===== config.mk =====
export PLATFORM = sky130hd
export DESIGN_NAME = mem_array_sweep_flat
export DESIGN_NICKNAME = d
export VERILOG_FILES = /design/src/rtl/mem_array_sweep_if.sv /design/src/rtl/mem_array_sweep.sv /design/src/flat_wrapper.sv
export SDC_FILE = /design/constraint.sdc
export NUM_CORES = 1
export LEC_CHECK = 0
export ABC_CLOCK_PERIOD_IN_PS = 1560
export CORE_MARGIN = 2
export CORE_UTILIZATION = 43
export DETAILED_ROUTE_END_ITERATION = 12
export GPL_TIMING_DRIVEN = 0
export PLACE_DENSITY = 0.75
export REMOVE_ABC_BUFFERS = 1
export SLEW_MARGIN = 20
export SYNTH_ARGS = -nofsm -noshare
export SYNTH_HDL_FRONTEND = slang
export SYNTH_SLANG_ARGS = --single-unit

===== constraint.sdc =====
create_clock -name clk -period 1.56 [get_ports clk]
set_input_delay 0.312 -clock clk [delete_from_list [all_inputs] [get_ports clk]]
set_output_delay 0.312 -clock clk [all_outputs]
set_load 0.03 [all_outputs]

===== src/rtl/mem_array_sweep_if.sv =====
// mem_array_sweep_if
// Request/response bundle for the mem_array_sweep single-port array.
//   master: drives en, rw_bar, addr, data_in, clr; observes ready, rd_valid, data_out, busy
//   slave : the array side; observes the request fields and drives the status/read outputs
interface mem_array_sweep_if #(
    parameter int DATA_W = 3,
    parameter int ADDR_W = 2
) ();
    logic              en;
    logic              rw_bar;
    logic [ADDR_W-1:0] addr;
    logic [DATA_W-1:0] data_in;
    logic              clr;
    logic              ready;
    logic              rd_valid;
    logic [DATA_W-1:0] data_out;
    logic              busy;

    modport master (
        output en, rw_bar, addr, data_in, clr,
        input  ready, rd_valid, data_out, busy
    );

    modport slave (
        input  en, rw_bar, addr, data_in, clr,
        output ready, rd_valid, data_out, busy
    );
endinterface


===== src/rtl/mem_array_sweep.sv =====
// mem_array_sweep
// Single-port DATA_W x 2**ADDR_W memory array with a registered read path,
// a ready handshake and a hardware clear sequencer that zeroes every row
// after reset or when clr is pulsed.
// Ports:
//   clk  - single clock, all state changes on the rising edge
//   rst  - synchronous active-high reset
//   bus  - mem_array_sweep_if.slave: en/rw_bar/addr/data_in/clr requests in,
//          ready/rd_valid/data_out/busy registered status and read data out
module mem_array_sweep #(
    parameter int DATA_W = 3,
    parameter int ADDR_W = 2
) (
    input  logic              clk,
    input  logic              rst,
    mem_array_sweep_if.slave  bus
);
    localparam int DEPTH = 1 << ADDR_W;
    localparam logic [ADDR_W-1:0] PTR_LAST = '1;

    typedef enum logic {
        SWEEP,
        RUN
    } state_t;

    state_t            state;
    logic [ADDR_W-1:0] ptr;
    logic              ready_q;
    logic              busy_q;
    logic              rd_valid_q;
    logic [DATA_W-1:0] data_out_q;

    logic [DATA_W-1:0] mem [DEPTH];

    logic              wr_en;
    logic [ADDR_W-1:0] wr_addr;
    logic [DATA_W-1:0] wr_data;

    logic              accept;

    // A request only counts in RUN with ready up; clr takes precedence and
    // drops any request presented in the same cycle.
    assign accept = (state == RUN) && ready_q && bus.en && !bus.clr;

    // Single write port shared between the clear sweep and user writes.
    // Reset blocks both so a reset edge never disturbs the array.
    always_comb begin
        wr_en   = 1'b0;
        wr_addr = bus.addr;
        wr_data = bus.data_in;
        if (!rst) begin
            if (state == SWEEP) begin
                wr_en   = 1'b1;
                wr_addr = ptr;
                wr_data = '0;
            end else if (accept && bus.rw_bar) begin
                wr_en = 1'b1;
            end
        end
    end

    always_ff @(posedge clk) begin
        if (wr_en) begin
            mem[wr_addr] <= wr_data;
        end
    end

    // Control FSM. data_out is forced to zero on every cycle that does not
    // carry a read result, so rd_valid and data_out default low each edge.
    always_ff @(posedge clk) begin
        if (rst) begin
            state      <= SWEEP;
            ptr        <= '0;
            ready_q    <= 1'b0;
            busy_q     <= 1'b1;
            rd_valid_q <= 1'b0;
            data_out_q <= '0;
        end else begin
            rd_valid_q <= 1'b0;
            data_out_q <= '0;
            case (state)
                SWEEP: begin
                    ptr <= ptr + 1'b1;
                    if (ptr == PTR_LAST) begin
                        state   <= RUN;
                        ready_q <= 1'b1;
                        busy_q  <= 1'b0;
                    end
                end
                RUN: begin
                    if (bus.clr) begin
                        state   <= SWEEP;
                        ptr     <= '0;
                        ready_q <= 1'b0;
                        busy_q  <= 1'b1;
                    end else if (accept && !bus.rw_bar) begin
                        rd_valid_q <= 1'b1;
                        data_out_q <= mem[bus.addr];
                    end
                end
                default: begin
                    state <= SWEEP;
                    ptr   <= '0;
                end
            endcase
        end
    end

    assign bus.ready    = ready_q;
    assign bus.busy     = busy_q;
    assign bus.rd_valid = rd_valid_q;
    assign bus.data_out = data_out_q;

endmodule


===== src/flat_wrapper.sv =====
// flat-port wrapper written by rule: the top's interface ports become plain ports
module mem_array_sweep_flat 
#(
    parameter int DATA_W = 3,
    parameter int ADDR_W = 2
)
  (clk, rst, bus_en, bus_rw_bar, bus_addr, bus_data_in, bus_clr, bus_ready, bus_rd_valid, bus_data_out, bus_busy);
  mem_array_sweep_if #(.DATA_W(DATA_W), .ADDR_W(ADDR_W)) bus_i ();
  input  logic clk;
  input  logic rst;
  input wire logic [$bits(bus_i.en)-1:0] bus_en;
  input wire logic [$bits(bus_i.rw_bar)-1:0] bus_rw_bar;
  input wire logic [$bits(bus_i.addr)-1:0] bus_addr;
  input wire logic [$bits(bus_i.data_in)-1:0] bus_data_in;
  input wire logic [$bits(bus_i.clr)-1:0] bus_clr;
  output wire logic [$bits(bus_i.ready)-1:0] bus_ready;
  output wire logic [$bits(bus_i.rd_valid)-1:0] bus_rd_valid;
  output wire logic [$bits(bus_i.data_out)-1:0] bus_data_out;
  output wire logic [$bits(bus_i.busy)-1:0] bus_busy;
  assign bus_i.en = bus_en;
  assign bus_i.rw_bar = bus_rw_bar;
  assign bus_i.addr = bus_addr;
  assign bus_i.data_in = bus_data_in;
  assign bus_i.clr = bus_clr;
  assign bus_ready = bus_i.ready;
  assign bus_rd_valid = bus_i.rd_valid;
  assign bus_data_out = bus_i.data_out;
  assign bus_busy = bus_i.busy;
  mem_array_sweep #(.DATA_W(DATA_W), .ADDR_W(ADDR_W)) u_core (.clk(clk), .rst(rst), .bus(bus_i));
endmodule

==> summary.txt <==
Power and ir drop
  – Internal: 0.783 mW
  – Sw Pwr: 0.240 mW
  – Power share of the combinational group: 12.5%
  – LEAKAGE: 0.393 nW
  – Max VDD drop: 0.000519 V
  – Pwr Density: 960 nW/um^2
  – Flop pwr share: 62.7%
  – Switching share of power: 23.4%
  – Clk network pwr share: 24.8%

Hold path
  – Worst Hold Class: in2reg
  – WHS Path Cells: 2

Drt
  – DR WL met2: 698 microns
  – Initial DRC Count: 20
  – Post-DRT Antenna Nets: 0
  – Pre-antenna DRT Iters: 4
  – DRC Markers: 0
  – DR vias/cell: 5.24
  – Routed WL: 1.45 mm
  – Highest metal used: met4
  – Routed wire per std cell: 13.3 microns
  – Vias: 571
  – Met3 WL: 62 microns
  – WL met1: 670 microns

Synth
  – Syn avg cell area: 13.3 sq um
  – Complex-gate fraction of the synthesized area: 7.36%
  – Post-synthesis xor/xnor area fraction: 0%
  – Cell area after synthesis: 867 sq um
  – Post-synth EDFFs: 12
  – Synth Instances: 65
  – Multiplexer share of the synthesized area: 7.79%
  – Main combinational cell family by area after synthesis: simple AND/OR/NAND/NOR gates
  – Synth cell types: 21
  – Synth Area in Adders: 1.44%
  – Synth async-reset ratio: 0%
  – Synth area leader: edfxtp_1
  – Ys flop type: edfxtp_1
  – Post-synth top area share: 41.6%
  – Simple-gate share of the synthesized area: 18.0%
  – Sequential area share after synthesis: 62.3%
  – Synth top area cells: edfxtp_1, dfxtp_1, mux4_2
  – Yosys warnings: 0
  – FF+latch count, synth: 21

Global routing
  – Initial antenna violation count: 0
  – First-pass GRT wire length: 2.33 mm
  – Largest net degree at the start of global routing: 12
  – Tot GR Track Use: 12.9%
  – Number of global-route vias before repair: 547
  – Grt total ovfl: 0

Floorplan
  – Die Wd: 48.9 microns
  – Die H: 48.9 microns
  – Rows: 16
  – Die ar.: 2390 sq um
  – Core ar.: 1920 sq um
  – Initial Util: 45.1%
  – Ports: 16

Timing
  – Worst-Margin Slew: 0.391 ns
  – Fin Setup TNS: 0 ns
  – Max Fclk: 694 MHz
  – Final Setup Violations: 0
  – RSZ-0062 raised after global routing: no
  – Clock skew: 0.00205 ns
  – Tmin final: 1.44 ns
  – Slew margin rel.: 73.9%
  – Final hold vios: 0
  – Setup ws final: 0.118 ns
  – Final worst path period share: 92.4%
  – Max-slew violation count: 0

Critical path
  – CP Class: reg2reg
  – Critical Path Fanout Max: 11
  – CP endpoint kind: register
  – Worst reg2reg path depth: 3
  – WP data arrival: 1.44 ns
  – Startpoint Class: register
  – Critical Path RT: 1.56 ns

Final layout
  – Most common cell after layout, fill and taps aside: edfxtp_1
  – Reg area: 542 sq um
  – Nets: 94
  – Ant. Diodes: 0
  – Layout cells sized above 1: 14.6%
  – Finished Core Util: 55.5%
  – Fillers: 180
  – Area Overhead vs Synth: 22.9%
  – Most frequent cells in the layout: edfxtp_1, dlygate4sd2_1, dfxtp_1
  – Multi-input combinational cell area: 318 sq um

Clock tree
  – Num Clock Sinks: 21
  – Max clock buf depth: 2
  – Cts hold-fix bufs: 0
  – Htree depth: 1
  – Clk slew on worst S/H paths: 0.11 ns
  – Post-CTS setup buffers: 0
  – CTS tree: done
  – Clk root buf: clkbuf_4
  – Total CTS buffers: 3
  – Clock insertion delay at the later pin of the skew report: 0.30 ns

Placement
  – PortBufs: 15
  – DP Worst Slack: -0.628 ns
  – Final HPWL DP: 1.02 mm
  – GP Congestion: 0.719

Job
  – Max cap viols: 0

Run status
  – Status: finished, final reports clean
[worst max-delay path, cell delays in order, from the launching register on]
cell and delay [ns]:
dfxtp_2 0.44, and4bb_2 0.26, nand4_1 0.18, o21ai_2 0.26
[flip-flops by register name, summed over array words and instances (netlist names)]
| name | count |
|---|---|
| u_core.bus.busy | 1 |
| u_core.bus.data_out | 3 |
| u_core.bus.rd_valid | 1 |
| u_core.bus.ready | 1 |
| u_core.mem | 12 |
| u_core.ptr | 2 |
| u_core.state | 1 |
[synth_stat cells (2+ instances only)]
cell       n
nor3b_1    3
nand3b_1   3
nor2_1     5
nand2b_1   4
a21oi_1    4
mux4_2     3
nand2_1    3
buf_6      2
edfxtp_1  12
dfxtp_1    9
a21o_1     2
o21ai_0    3
nor2b_1    4
[path summary, 6_finish.rpt]
kind / start / end / slack [ns]
setup reg to reg: u_core.state / u_core.mem[3][2] / 0.12
setup / recovery: u_core.state / u_core.mem[3][2] / 0.12
hold reg to reg: u_core.bus.busy / u_core.bus.busy / 0.54
hold / removal: rst / u_core.state / 0.48
[per-layer routing]
metal / global-route usage, % / vias to the layer above
met1: 14.4 / 273
met5: 0 / -
li1: - / 278
met4: 8.57 / 0
met2: 22.6 / 18
met3: 1.84 / 2
[logic make-up after synthesis]
kind of cell,Yosys count
buffers and inverters,3
AOI/OAI and AO/OA,11
DFF,21
and+or+nand+nor,26
muxes,3
adders and majority gates,1
[power groups by stage]
stage,clock network (mW),registers (mW),logic (mW)
floorplan,0,0.657,0.0632
global placement,0,0.651,0.122
detailed placement,0,0.653,0.128
CTS,0.262,0.641,0.129
global route,0.282,0.646,0.140
finish,0.254,0.641,0.128
[layout make-up]
cell class,instances,share of cell area [%]
clock buffer,4,2.46
inverter,1,0.352
multi-input combinational,41,29.8
sequential,21,50.8
tap,27,3.17
timing repair buffer,15,13.4
[through the flow]
stage	instances	cell area, sq um	hold slack [ns]	power (mW)
2_1_floorplan	63	845	0.381	0.720
3_3_place_gp	105	1030	0.507	0.773
3_5_place_dp	105	1030	0.521	0.781
4_1_cts	109	1060	0.471	1.03
5_1_grt	109	1070	0.499	1.07
6_report	109	1070	0.476	1.02
[timing repair]
item | in CTS | in global routing
pin swaps | 2 | 0
setup endpoints to repair | 18 | 10
resized for setup | 15 | 2
Note: power is estimated with default switching activity, not from simulation.
